===== src/rtl/wb_cmd_pkg.sv =====
// wb_cmd_pkg: shared FSM state, byte-lane constant and command record for wb_cmd_master
package wb_cmd_pkg;
  localparam int CMD_AW = 32;
  localparam int CMD_DW = 32;
  localparam int CMD_LEN_W = 4;
  localparam int CMD_BYTES = CMD_DW / 8;
  typedef enum logic [1:0] {IDLE, BUS, RESP} state_t;
  typedef struct packed {
    logic                 we;
    logic [CMD_BYTES-1:0] sel;
    logic [CMD_AW-1:0]    adr;
    logic [CMD_DW-1:0]    wdata;
    logic [CMD_LEN_W-1:0] len;
  } cmd_t;
endpackage


===== src/rtl/wb_cmd_beat_ctr.sv =====
// wb_cmd_beat_ctr: beat index of a burst, derived beat address and last-beat flag
// clk/rst: clock, sync active-high reset; clr: restart at beat 0; step: advance one beat
// base/len: start address and beats-minus-one; adr: current beat address; last: final beat
module wb_cmd_beat_ctr #(
  parameter int AW = 32,
  parameter int LEN_W = 4,
  parameter int STEP = 4
) (
  input  logic             clk,
  input  logic             rst,
  input  logic             clr,
  input  logic             step,
  input  logic [AW-1:0]    base,
  input  logic [LEN_W-1:0] len,
  output logic [AW-1:0]    adr,
  output logic             last
);
  logic [LEN_W-1:0] idx;
  always_ff @(posedge clk)
    if (rst || clr) idx <= '0;
    else if (step) idx <= idx + 1'b1;
  // address is recomputed from the base so it wraps modulo 2^AW for free
  assign adr = base + AW'(idx) * AW'(STEP);
  assign last = idx == len;
endmodule


===== src/rtl/wb_cmd_master.sv =====
// wb_cmd_master: valid/ready command stream to Wishbone classic single/burst cycles, one response per beat
// cmd_*: command in (we, sel, adr, wdata, len = beats-1); rsp_*: per-beat response out
// wbm_*: Wishbone classic initiator; wb_clk_i clock, wb_rst_i sync active-high reset
// Optional per-beat ack timeout: define WB_CMD_MASTER_TIMEOUT_EN
module wb_cmd_master
  import wb_cmd_pkg::*;
#(
  parameter int AW = CMD_AW,
  parameter int DW = CMD_DW,
  parameter int LEN_W = CMD_LEN_W,
  parameter int TIMEOUT = 255
) (
  input  logic              wb_clk_i,
  input  logic              wb_rst_i,
  input  logic              cmd_valid,
  output logic              cmd_ready,
  input  logic              cmd_we,
  input  logic [DW/8-1:0]   cmd_sel,
  input  logic [AW-1:0]     cmd_adr,
  input  logic [DW-1:0]     cmd_wdata,
  input  logic [LEN_W-1:0]  cmd_len,
  output logic              rsp_valid,
  input  logic              rsp_ready,
  output logic [DW-1:0]     rsp_rdata,
  output logic              rsp_err,
  output logic              rsp_last,
  output logic              wbm_cyc_o,
  output logic              wbm_stb_o,
  output logic              wbm_we_o,
  output logic [DW/8-1:0]   wbm_sel_o,
  output logic [AW-1:0]     wbm_adr_o,
  output logic [DW-1:0]     wbm_dat_o,
  input  logic              wbm_ack_i,
  input  logic [DW-1:0]     wbm_dat_i
);
  state_t state, next;
  cmd_t cmd_in, cmd_q;
  logic [DW-1:0] rdata_q;
  logic err_q, last, timeout, beat_end;
  assign cmd_in = '{we: cmd_we, sel: cmd_sel, adr: cmd_adr, wdata: cmd_wdata, len: cmd_len};
`ifdef WB_CMD_MASTER_TIMEOUT_EN
  logic [31:0] tcnt;
  // counter sits at zero outside BUS, so each beat starts counting from zero
  always_ff @(posedge wb_clk_i)
    if (wb_rst_i || state != BUS) tcnt <= '0;
    else tcnt <= tcnt + 32'd1;
  assign timeout = state == BUS && !wbm_ack_i && tcnt == TIMEOUT - 1;
`else
  logic [31:0] unused_timeout;
  assign unused_timeout = TIMEOUT;
  assign timeout = 1'b0;
`endif
  assign beat_end = state == BUS && (wbm_ack_i || timeout);
  always_ff @(posedge wb_clk_i)
    if (wb_rst_i) state <= IDLE;
    else state <= next;
  always_ff @(posedge wb_clk_i)
    if (wb_rst_i) begin
      cmd_q <= '0;
      rdata_q <= '0;
      err_q <= 1'b0;
    end else begin
      if (state == IDLE && cmd_valid) cmd_q <= cmd_in;
      if (beat_end) begin
        rdata_q <= (cmd_q.we || !wbm_ack_i) ? '0 : wbm_dat_i;
        err_q <= !wbm_ack_i;
      end
    end
  always_comb
    next = state == IDLE ? (cmd_valid ? BUS : IDLE) :
           state == BUS  ? (beat_end ? RESP : BUS) :
           rsp_ready     ? (rsp_last ? IDLE : BUS) : RESP;
  wb_cmd_beat_ctr #(.AW(AW), .LEN_W(LEN_W), .STEP(DW / 8)) u_beat (
    .clk(wb_clk_i),
    .rst(wb_rst_i),
    .clr(state == IDLE),
    .step(state == RESP && rsp_ready && !rsp_last),
    .base(cmd_q.adr),
    .len(cmd_q.len),
    .adr(wbm_adr_o),
    .last(last)
  );
  always_comb begin
    cmd_ready = state == IDLE;
    wbm_cyc_o = state == BUS;
    wbm_stb_o = state == BUS;
    wbm_we_o = cmd_q.we;
    wbm_sel_o = cmd_q.sel;
    wbm_dat_o = cmd_q.wdata;
    rsp_valid = state == RESP;
    rsp_rdata = rdata_q;
    rsp_err = err_q;
    // a timed-out beat aborts the rest of the burst, so it is reported as last
    rsp_last = state == RESP && (last || err_q);
  end
endmodule

===== config.mk =====
export PLATFORM = sky130hd
export DESIGN_NAME = wb_cmd_master
export DESIGN_NICKNAME = d
export VERILOG_FILES = /design/src/rtl/wb_cmd_pkg.sv /design/src/rtl/wb_cmd_beat_ctr.sv /design/src/rtl/wb_cmd_master.sv
export SDC_FILE = /design/constraint.sdc
export NUM_CORES = 1
export LEC_CHECK = 0
export ABC_AREA = 1
export CORE_ASPECT_RATIO = 0.8
export CORE_UTILIZATION = 44
export DETAILED_ROUTE_END_ITERATION = 6
export PLACE_DENSITY = 0.8
export SYNTH_ARGS = -nofsm -noshare
export SYNTH_HDL_FRONTEND = slang
export SYNTH_HIERARCHICAL = 1
export SYNTH_SLANG_ARGS = --single-unit
export TNS_END_PERCENT = 100

===== constraint.sdc =====
create_clock -name wb_clk_i -period 3.2 [get_ports wb_clk_i]
set_clock_uncertainty 0.2 [all_clocks]
set_input_delay 0.96 -clock wb_clk_i [delete_from_list [all_inputs] [get_ports wb_clk_i]]
set_output_delay 0.96 -clock wb_clk_i [all_outputs]
set_load 0.1 [all_outputs]

==> results_tabular.tex <==
\begin{tabular}{lr}
\hline
Metric & Value \\
\hline
\multicolumn{2}{l}{\textbf{Run status}} \\
\quad Status & finished with violations \\
\quad Failing checks & setup timing \\
\multicolumn{2}{l}{\textbf{STA}} \\
\quad Top achievable clock speed & 295 MHz \\
\quad Headroom to the max-slew limit & 0.299 \\
\quad Final hold violation count & 0 \\
\quad Total Neg Setup Slack & -1630 ps \\
\quad Actual slew at the worst max-slew pin & 1050 ps \\
\quad Share of the cycle needed by the critical path after routing & 1.06 \\
\quad Slew Viols, Final & 0 \\
\quad Least setup slack across all paths after layout & -194 ps \\
\quad Unrepaired setup endpoints after global routing & yes \\
\quad Worst hold margin & about 280 ps \\
\quad Final period demand of the worst path & 3390 ps \\
\quad Count of endpoints failing setup in the final report & 14 \\
\multicolumn{2}{l}{\textbf{Clocking}} \\
\quad Number of sinks handled by clock tree synthesis & 112 \\
\quad Cell chosen for the clock root & sky130\_fd\_sc\_hd\_\_clkbuf\_16 \\
\quad Clock tree from TritonCTS & yes \\
\quad Worst-skew pair later-pin latency & 340 ps \\
\quad Clock Pin Slew Worst Setup and Hold Paths & 80 ps \\
\quad Count of H-tree levels built during CTS & 3 \\
\quad Number of buffers created by CTS & 9 \\
\quad Buffers from clock root to sink, at most & 2 \\
\multicolumn{2}{l}{\textbf{Logic synthesis}} \\
\quad Synthesized area divided by synthesized cell count & approximately 7.1 µm² \\
\quad Number of synthesis warnings & 6 \\
\quad Share of async-settable or async-resettable flops after synthesis & 0 \\
\quad Number of instances in the synthesized netlist & approximately 770 \\
\quad Top cell types by occurrence after synthesis & sky130\_fd\_sc\_hd\_\_nor2\_1, sky130\_fd\_sc\_hd\_\_dfxtp\_1, sky130\_fd\_sc\_hd\_\_nand2\_1 \\
\quad Register area share after synthesis & 0.407 \\
\quad Synth area leader & sky130\_fd\_sc\_hd\_\_dfxtp\_1 \\
\quad Synthesized cell area & 5510 µm² \\
\quad Post-synth net total & 888 \\
\quad Predominant post-synthesis flop cell & sky130\_fd\_sc\_hd\_\_dfxtp\_1 \\
\quad Share of Yosys cell area claimed by the top area cell type & 0.407 \\
\quad Number of flip-flops and latches in the synthesized netlist & between 100 and 150 \\
\quad Most common cell in the synthesized netlist & sky130\_fd\_sc\_hd\_\_nor2\_1 \\
\quad Count of cell types in the netlist & 35 \\
\quad Number of enable flip-flop cells after synthesis & 0 \\
\quad Dominant cells by area after synthesis & sky130\_fd\_sc\_hd\_\_dfxtp\_1, sky130\_fd\_sc\_hd\_\_nor2\_1, sky130\_fd\_sc\_hd\_\_nand2\_1 \\
\multicolumn{2}{l}{\textbf{GRT}} \\
\quad Global-route wire length before repair & 24.6 mm \\
\quad Vias in the first global route & 5001 \\
\quad Overall routing resource usage & 0.237 \\
\quad Initial antenna violation count & 0 \\
\quad Grt ovf & 0 \\
\quad Maximum number of pins on one net before global-route repair & 75 \\
\multicolumn{2}{l}{\textbf{Worst hold path}} \\
\quad Hold Path Depth & 2 \\
\quad Worst Hold Path EP & wbm\_dat\_o[7] \\
\quad Path class of the lowest-slack min-delay path & reg -> reg \\
\quad Hold\_sp & wbm\_dat\_o[7] \\
\multicolumn{2}{l}{\textbf{Worst setup path}} \\
\quad Worst R2R Start & u\_beat/idx[0] \\
\quad Worst Setup End Kind & primary output \\
\quad Setup Crit Path Kind & reg -> out \\
\quad Biggest cell delay along the critical path & 360 ps \\
\quad Max stage delay cell, worst path & sky130\_fd\_sc\_hd\_\_dfxtp\_2 \\
\quad Biggest fanout along the worst timing path & 4 \\
\quad FF-to-FF setup slack & approximately 1300 ps \\
\quad Endpoint of the worst-slack reg-to-reg timing path & u\_beat/idx[3] \\
\quad Worst path top cell family by delay & adder cells \\
\quad Type of origin of the critical path & register \\
\quad Data arrival, critical path & about 2200 ps \\
\quad Critical Path, Cell by Cell & ha\_4, inv\_2, fa\_2, o21ai\_2, nand2\_4, buf\_4, nor2\_4, nand3b\_1, nand2\_2, buf\_12 \\
\quad Critical path data required time & 2040 ps \\
\quad Cells on worst reg2reg path & 12 \\
\quad Buffers and inverters on the worst path & 3 \\
\multicolumn{2}{l}{\textbf{Final layout}} \\
\quad Share of post-route cells with drive strength above 1 & 0.243 \\
\quad Finished Layout Cells & 1118 \\
\quad Total inserted antenna cells & 0 \\
\quad Filler Cell Count & 1023 \\
\quad Layout overhead on the synthesized area & 50.0\% \\
\quad Number of nets at the end of the flow & between 1k and 1.5k \\
\multicolumn{2}{l}{\textbf{Power}} \\
\quad Cell area power density & 585 nW/µm² \\
\quad Largest voltage drop on the vdd net & 450 µV \\
\quad Total power consumption of the routed design & 4840 µW \\
\quad Leakage & 0.00347 µW \\
\multicolumn{2}{l}{\textbf{Drt}} \\
\quad WL/cell & around 14 µm \\
\quad Number of violations reported at the end of detailed-routing iteration 0 & 307 \\
\quad Antenna-violating nets left & 0 \\
\quad Residual DRC & 0 \\
\quad Wirelength, routed & 15.3 mm \\
\quad Per-cell via count in the routed design & 4.87 \\
\quad Total number of vias & 5445 \\
\quad Number of detailed-route iterations in the first pass & 5 \\
\multicolumn{2}{l}{\textbf{Flow run}} \\
\quad Max Cap Violations & 0 \\
\multicolumn{2}{l}{\textbf{Floorplanning}} \\
\quad Starting density of the core & 0.451 \\
\quad Die area & 13000 µm² \\
\quad Count of standard-cell rows & 36 \\
\quad Core Region & 12200 µm² \\
\quad Die X-Extent & around 130 µm \\
\quad Die H & 102 µm \\
\quad Number of top-level design ports & 217 \\
\multicolumn{2}{l}{\textbf{Place}} \\
\quad RD Place Congestion & 0.909 \\
\quad Placed cell count & 1094 \\
\quad Post-DP HPWL & 11.1 mm \\
\quad Buffers added on ports & 216 \\
\quad Post-Place Worst Slack & 33.1 ps \\
\hline
\end{tabular}
## what timing repair did
item                       CTS  global route
setup endpoints to repair   26            25
buffers inserted             5             3
resized for setup           18            21
hold buffers                 0             0
pin swaps                   15            17
## per-layer routing
layer | track usage | share of wire | routed length [µm]
met5 | 0 | 0 | 0
met4 | 0.0641 | 0.014 | 218
met3 | 0.0717 | 0.075 | 1140
met2 | 0.397 | 0.48 | 7330
met1 | 0.300 | 0.43 | 6580
## worst min-delay path, stage by stage, from the launching register on
cell	delay, ps
sky130_fd_sc_hd__dfxtp_1	330
sky130_fd_sc_hd__nor2_1	50
sky130_fd_sc_hd__nor2_1	80
## worst max path at each step
| stage | from | cells after the start | to | slack, ps |
|---|---|---|---|---|
| after floorplan | u_beat/idx[0] | 6 | wbm_adr_o[6] | -130 |
| final | cmd_q[38] | 10 | wbm_adr_o[30] | -190 |
| after CTS | u_beat/idx[0] | 9 | wbm_adr_o[16] | -140 |
| after detailed placement | u_beat/idx[0] | 10 | wbm_adr_o[16] | 30 |
| after global routing | cmd_q[38] | 9 | wbm_adr_o[16] | -260 |
| after global placement | u_beat/idx[0] | 9 | wbm_adr_o[16] | 130 |
## final cells by class
type | instances | area (µm²) | share of cell area
Sequential cell | 112 | 2250 | 0.272
Clock buffer | 10 | 229 | 0.0277
Clock inverter | 6 | 76.3 | 0.00923
Tap cell | 171 | 214 | 0.0259
Multi-Input combinational cell | 549 | 2910 | 0.352
Inverter | 36 | 135 | 0.0163
Timing Repair Buffer | 234 | 2450 | 0.297
## cell usage in the layout, fill, tap and decap left out, types with 3 or more instances in the layout
cell type                         count
sky130_fd_sc_hd__nand2_4              5
sky130_fd_sc_hd__buf_4               91
sky130_fd_sc_hd__nand3_2              4
sky130_fd_sc_hd__buf_12              34
sky130_fd_sc_hd__a21oi_1             31
sky130_fd_sc_hd__nor2_1             213
sky130_fd_sc_hd__inv_2                6
sky130_fd_sc_hd__o21ai_0             34
sky130_fd_sc_hd__xor2_1               4
sky130_fd_sc_hd__xor2_2               5
sky130_fd_sc_hd__nor2_2               7
sky130_fd_sc_hd__nor2_4               9
sky130_fd_sc_hd__ha_4                 3
sky130_fd_sc_hd__clkbuf_16            9
sky130_fd_sc_hd__o21ai_1             72
sky130_fd_sc_hd__clkdlybuf4s50_1    109
sky130_fd_sc_hd__xnor2_2              3
sky130_fd_sc_hd__nand4_1              5
sky130_fd_sc_hd__dfxtp_1            108
sky130_fd_sc_hd__nand3b_1            10
sky130_fd_sc_hd__nand2_1             83
sky130_fd_sc_hd__nand2_2             29
sky130_fd_sc_hd__dfxtp_2              3
sky130_fd_sc_hd__a21oi_2              4
sky130_fd_sc_hd__xor2_4               4
sky130_fd_sc_hd__nand3_1              7
sky130_fd_sc_hd__inv_1               30
## flip-flops by register name, summed over array words and instances (netlist names)
signal      cells
cmd_q          36
rsp_rdata      32
wbm_dat_o      32
u_beat/idx      4
wbm_sel_o       4
state           2
rsp_err         1
wbm_we_o        1
## power breakdown
part	total (µW)	internal (µW)	leakage, µW	switching, µW
Combinational	2030	581	0.00240	1450
Sequential	1660	1540	0.000925	123
Clock	1150	622	0.000143	529
## logic make-up (layout without fill, tap and decap cells)
group / count (synthesis) / count (layout) / share of synthesized area
flops: 112 / 112 / 0.407
fa+ha+maj: 6 / 6 / 0.0150
simple gates: 381 / 381 / 0.296
buf+inv: 111 / 286 / 0.117
xor+xnor: 17 / 17 / 0.0284
compound gates: 145 / 145 / 0.136
## stage by stage
stage / util / cell area [µm²]
floorplan: - / 5660
global placement: 0.635 / 7750
detailed placement: 0.635 / 7750
CTS: 0.670 / 8180
global route: 0.677 / 8270
finish: 0.677 / 8270
No activity file was read; power rests on OpenSTA's default activity.
==> RTL edit: new RTL, same flow settings <==
Add a define of `WB_CMD_MASTER_TIMEOUT_EN`.
--- a/src/rtl/wb_cmd_master.sv
+++ b/src/rtl/wb_cmd_master.sv
@@ -2,6 +2,8 @@
 // cmd_*: command in (we, sel, adr, wdata, len = beats-1); rsp_*: per-beat response out
 // wbm_*: Wishbone classic initiator; wb_clk_i clock, wb_rst_i sync active-high reset
 // Optional per-beat ack timeout: define WB_CMD_MASTER_TIMEOUT_EN
+`define WB_CMD_MASTER_TIMEOUT_EN
+
 module wb_cmd_master
   import wb_cmd_pkg::*;
 #(
Check against the original RTL: no difference found for any inputs over 10 cycles, from zero or initial values and one cycle with wb_rst_i high; that may be too few to reach the edited logic, so the function may still have changed.
==> RTL edit against the unedited design <==
Final area is 30% higher; sequential cell count is 32 higher; sequential share of layout area shrank 0.23 points; register-to-register slack worse by 0.34 ns; area after synthesis grew 34%; via count increased by 43%; critical path type unchanged; routed wire length up 42%; clock power rose by 82%; setup slack worse by 0.019 ns; largest cell class unchanged; global-route usage increased by 1.1 points; first-iteration DRC count up 58%; the run still ends with setup timing left; critical path depth rose by 1; total power rose by 22%.
==> RTL edit: results (changes against the unedited design) <==
ROUTED-WL-MET3_MM=1.759  # +54%
HTREEDEPTH=4  # +1
PIN_COUNT_OF_THE_BIGGEST_NET_ENTERING_GLOBAL_ROUTING=66  # -12%
TIMING.CRITICAL_PATH.FANOUT_MAX=5  # +1
TOP_LAYER='met5'
DP_WORST_SETUP_SLACK_NS=0.01214  # -0.02096 ns
SETUP_WS_NS=-0.2136  # -0.01916 ns
FIN_TNS_SETUP_NS=-2.396  # -0.7670 ns
TOTAL_GLOBAL_ROUTE_TRACK_USAGE_PCT=24.88  # +1.1 points
SYNTHDISTINCTLIBCELLS=31  # -11%
PLACED_CELL_AREA_SQ_UM=9792  # +26%
NUMBER_OF_CELLS_ON_THE_WORST_HOLD_PATH=1  # -1
WL_PER_CELL_UM=13.99  # +2.4%
INITIALDRTVIOLATIONCOUNT=484  # +58%
POST_SYNTH.CELL_AREA_AVG_SQ_UM=6.521  # -8.6%
DR_WL_MET2_MM=10.23  # +39%
GRT_UTIL_MET1_PCT=31.44  # +1.5 points
VIOLATIONS='setup timing'
POSTSYNTHNETCOUNT=1253  # +41%
CLK_PIN_SLEW_WORST_PATHS_NS=0.06  # -0.02 ns
PLACE_CONGESTION=0.9034  # -0.65%
ROUTED-VIA-COUNT=7772  # +43%
CPLARGESTDELAYFAMILY='simple AND/OR/NAND/NOR gates'
REG2REGPATHDEPTH=11  # -1
SYNTH.TOP_CELLS.BY_COUNT='sky130_fd_sc_hd__nor2_1 (304), sky130_fd_sc_hd__nand2_1 (208), sky130_fd_sc_hd__dfxtp_1 (144)'
GRT_FIRST_PASS_WIRELENGTH_MM=34.53  # +40%
SWITCHING_SHARE_PCT=37.21  # -6.2 points
CLOCK_LATENCY_NS=0.42  # +0.08 ns
PEAKVDDDROP_uV=322.3  # -28%
NUMBER_OF_NETS_IN_THE_FINISHED_DESIGN=1434  # +36%
NUMBER_OF_FAILING_SETUP_ENDPOINTS_IN_THE_FINAL_TIMING_REPORT=20  # +6
OUTCOME='complete, but fails checks'
DRT-MET1-WL_MM=9.420  # +43%
CRITPATHARRIVALTIME_NS=2.25  # +0.02 ns
HPWLAFTERDP_MM=15.23  # +38%
VIA_COUNT_OF_THE_FIRST_GLOBAL_ROUTING_PASS=7131  # +43%
RELSLEWSLACK_PCT=53.38  # +23 points
GRT_ANTENNA_BEFORE_REPAIR=1  # +1
[RTL edit: changes by cell type after synthesis, sizes merged, moves of 7 or more]
cell and delta:
nand2 +96, nor2 +83, inv +69, nand3 +49, dfxtp +32, o21ai -23
nand4 +16, clkbuf +15, nor3 +11, a21oi +10, buf -9, nand3b +7
[RTL edit: cells by family (layout without fill, tap and decap cells)]
kind of cell / Yosys count / in the layout / synth area share (%)
AO/OA/AOI/OAI: 134 / 134 / 9.163
adder cells (fa/ha/maj): 8 / 8 / 1.454
flip-flops: 144 / 144 / 38.95
buffers and inverters: 186 / 379 / 11.78
AND/OR/NAND/NOR: 645 / 646 / 36.52
XOR/XNOR: 18 / 18 / 2.130
[RTL edit: power by group through the flow]
stage	logic [uW]	registers (uW)	clock network, uW
3_5_place_dp	1780	2060	0
2_1_floorplan	1120	2230	0
3_3_place_gp	1760	2060	0
6_report	1790	2030	2090
4_1_cts	1790	2030	2120
5_1_grt	1880	2050	2200
[RTL edit: final timing paths]
check                                    from            end  slack, ns
worst max-delay path                cmd_q[38]  wbm_adr_o[28]      -0.21
worst min-delay path                  tcnt[0]        tcnt[0]       0.27
worst max register to register  u_beat/idx[0]  u_beat/idx[3]       0.91
worst min register to register        tcnt[0]        tcnt[0]       0.27
[RTL edit: final cells by class]
class	count	area (sq um)
inverters	105	394.1
multi-input cells	806	4048
flip-flops and latches	144	2894
clock buffers	18	439.2
well taps	220	275.3
repair buffers	242	2497
clock inverters	14	180.2
fillers	1457	5773
[RTL edit: timing repair]
action,4_1_cts,5_1_grt
pin swaps,13,7
gates cloned,0,1
endpoints found under the setup margin,26,28
buffers inserted,9,4
gates resized for setup,31,20
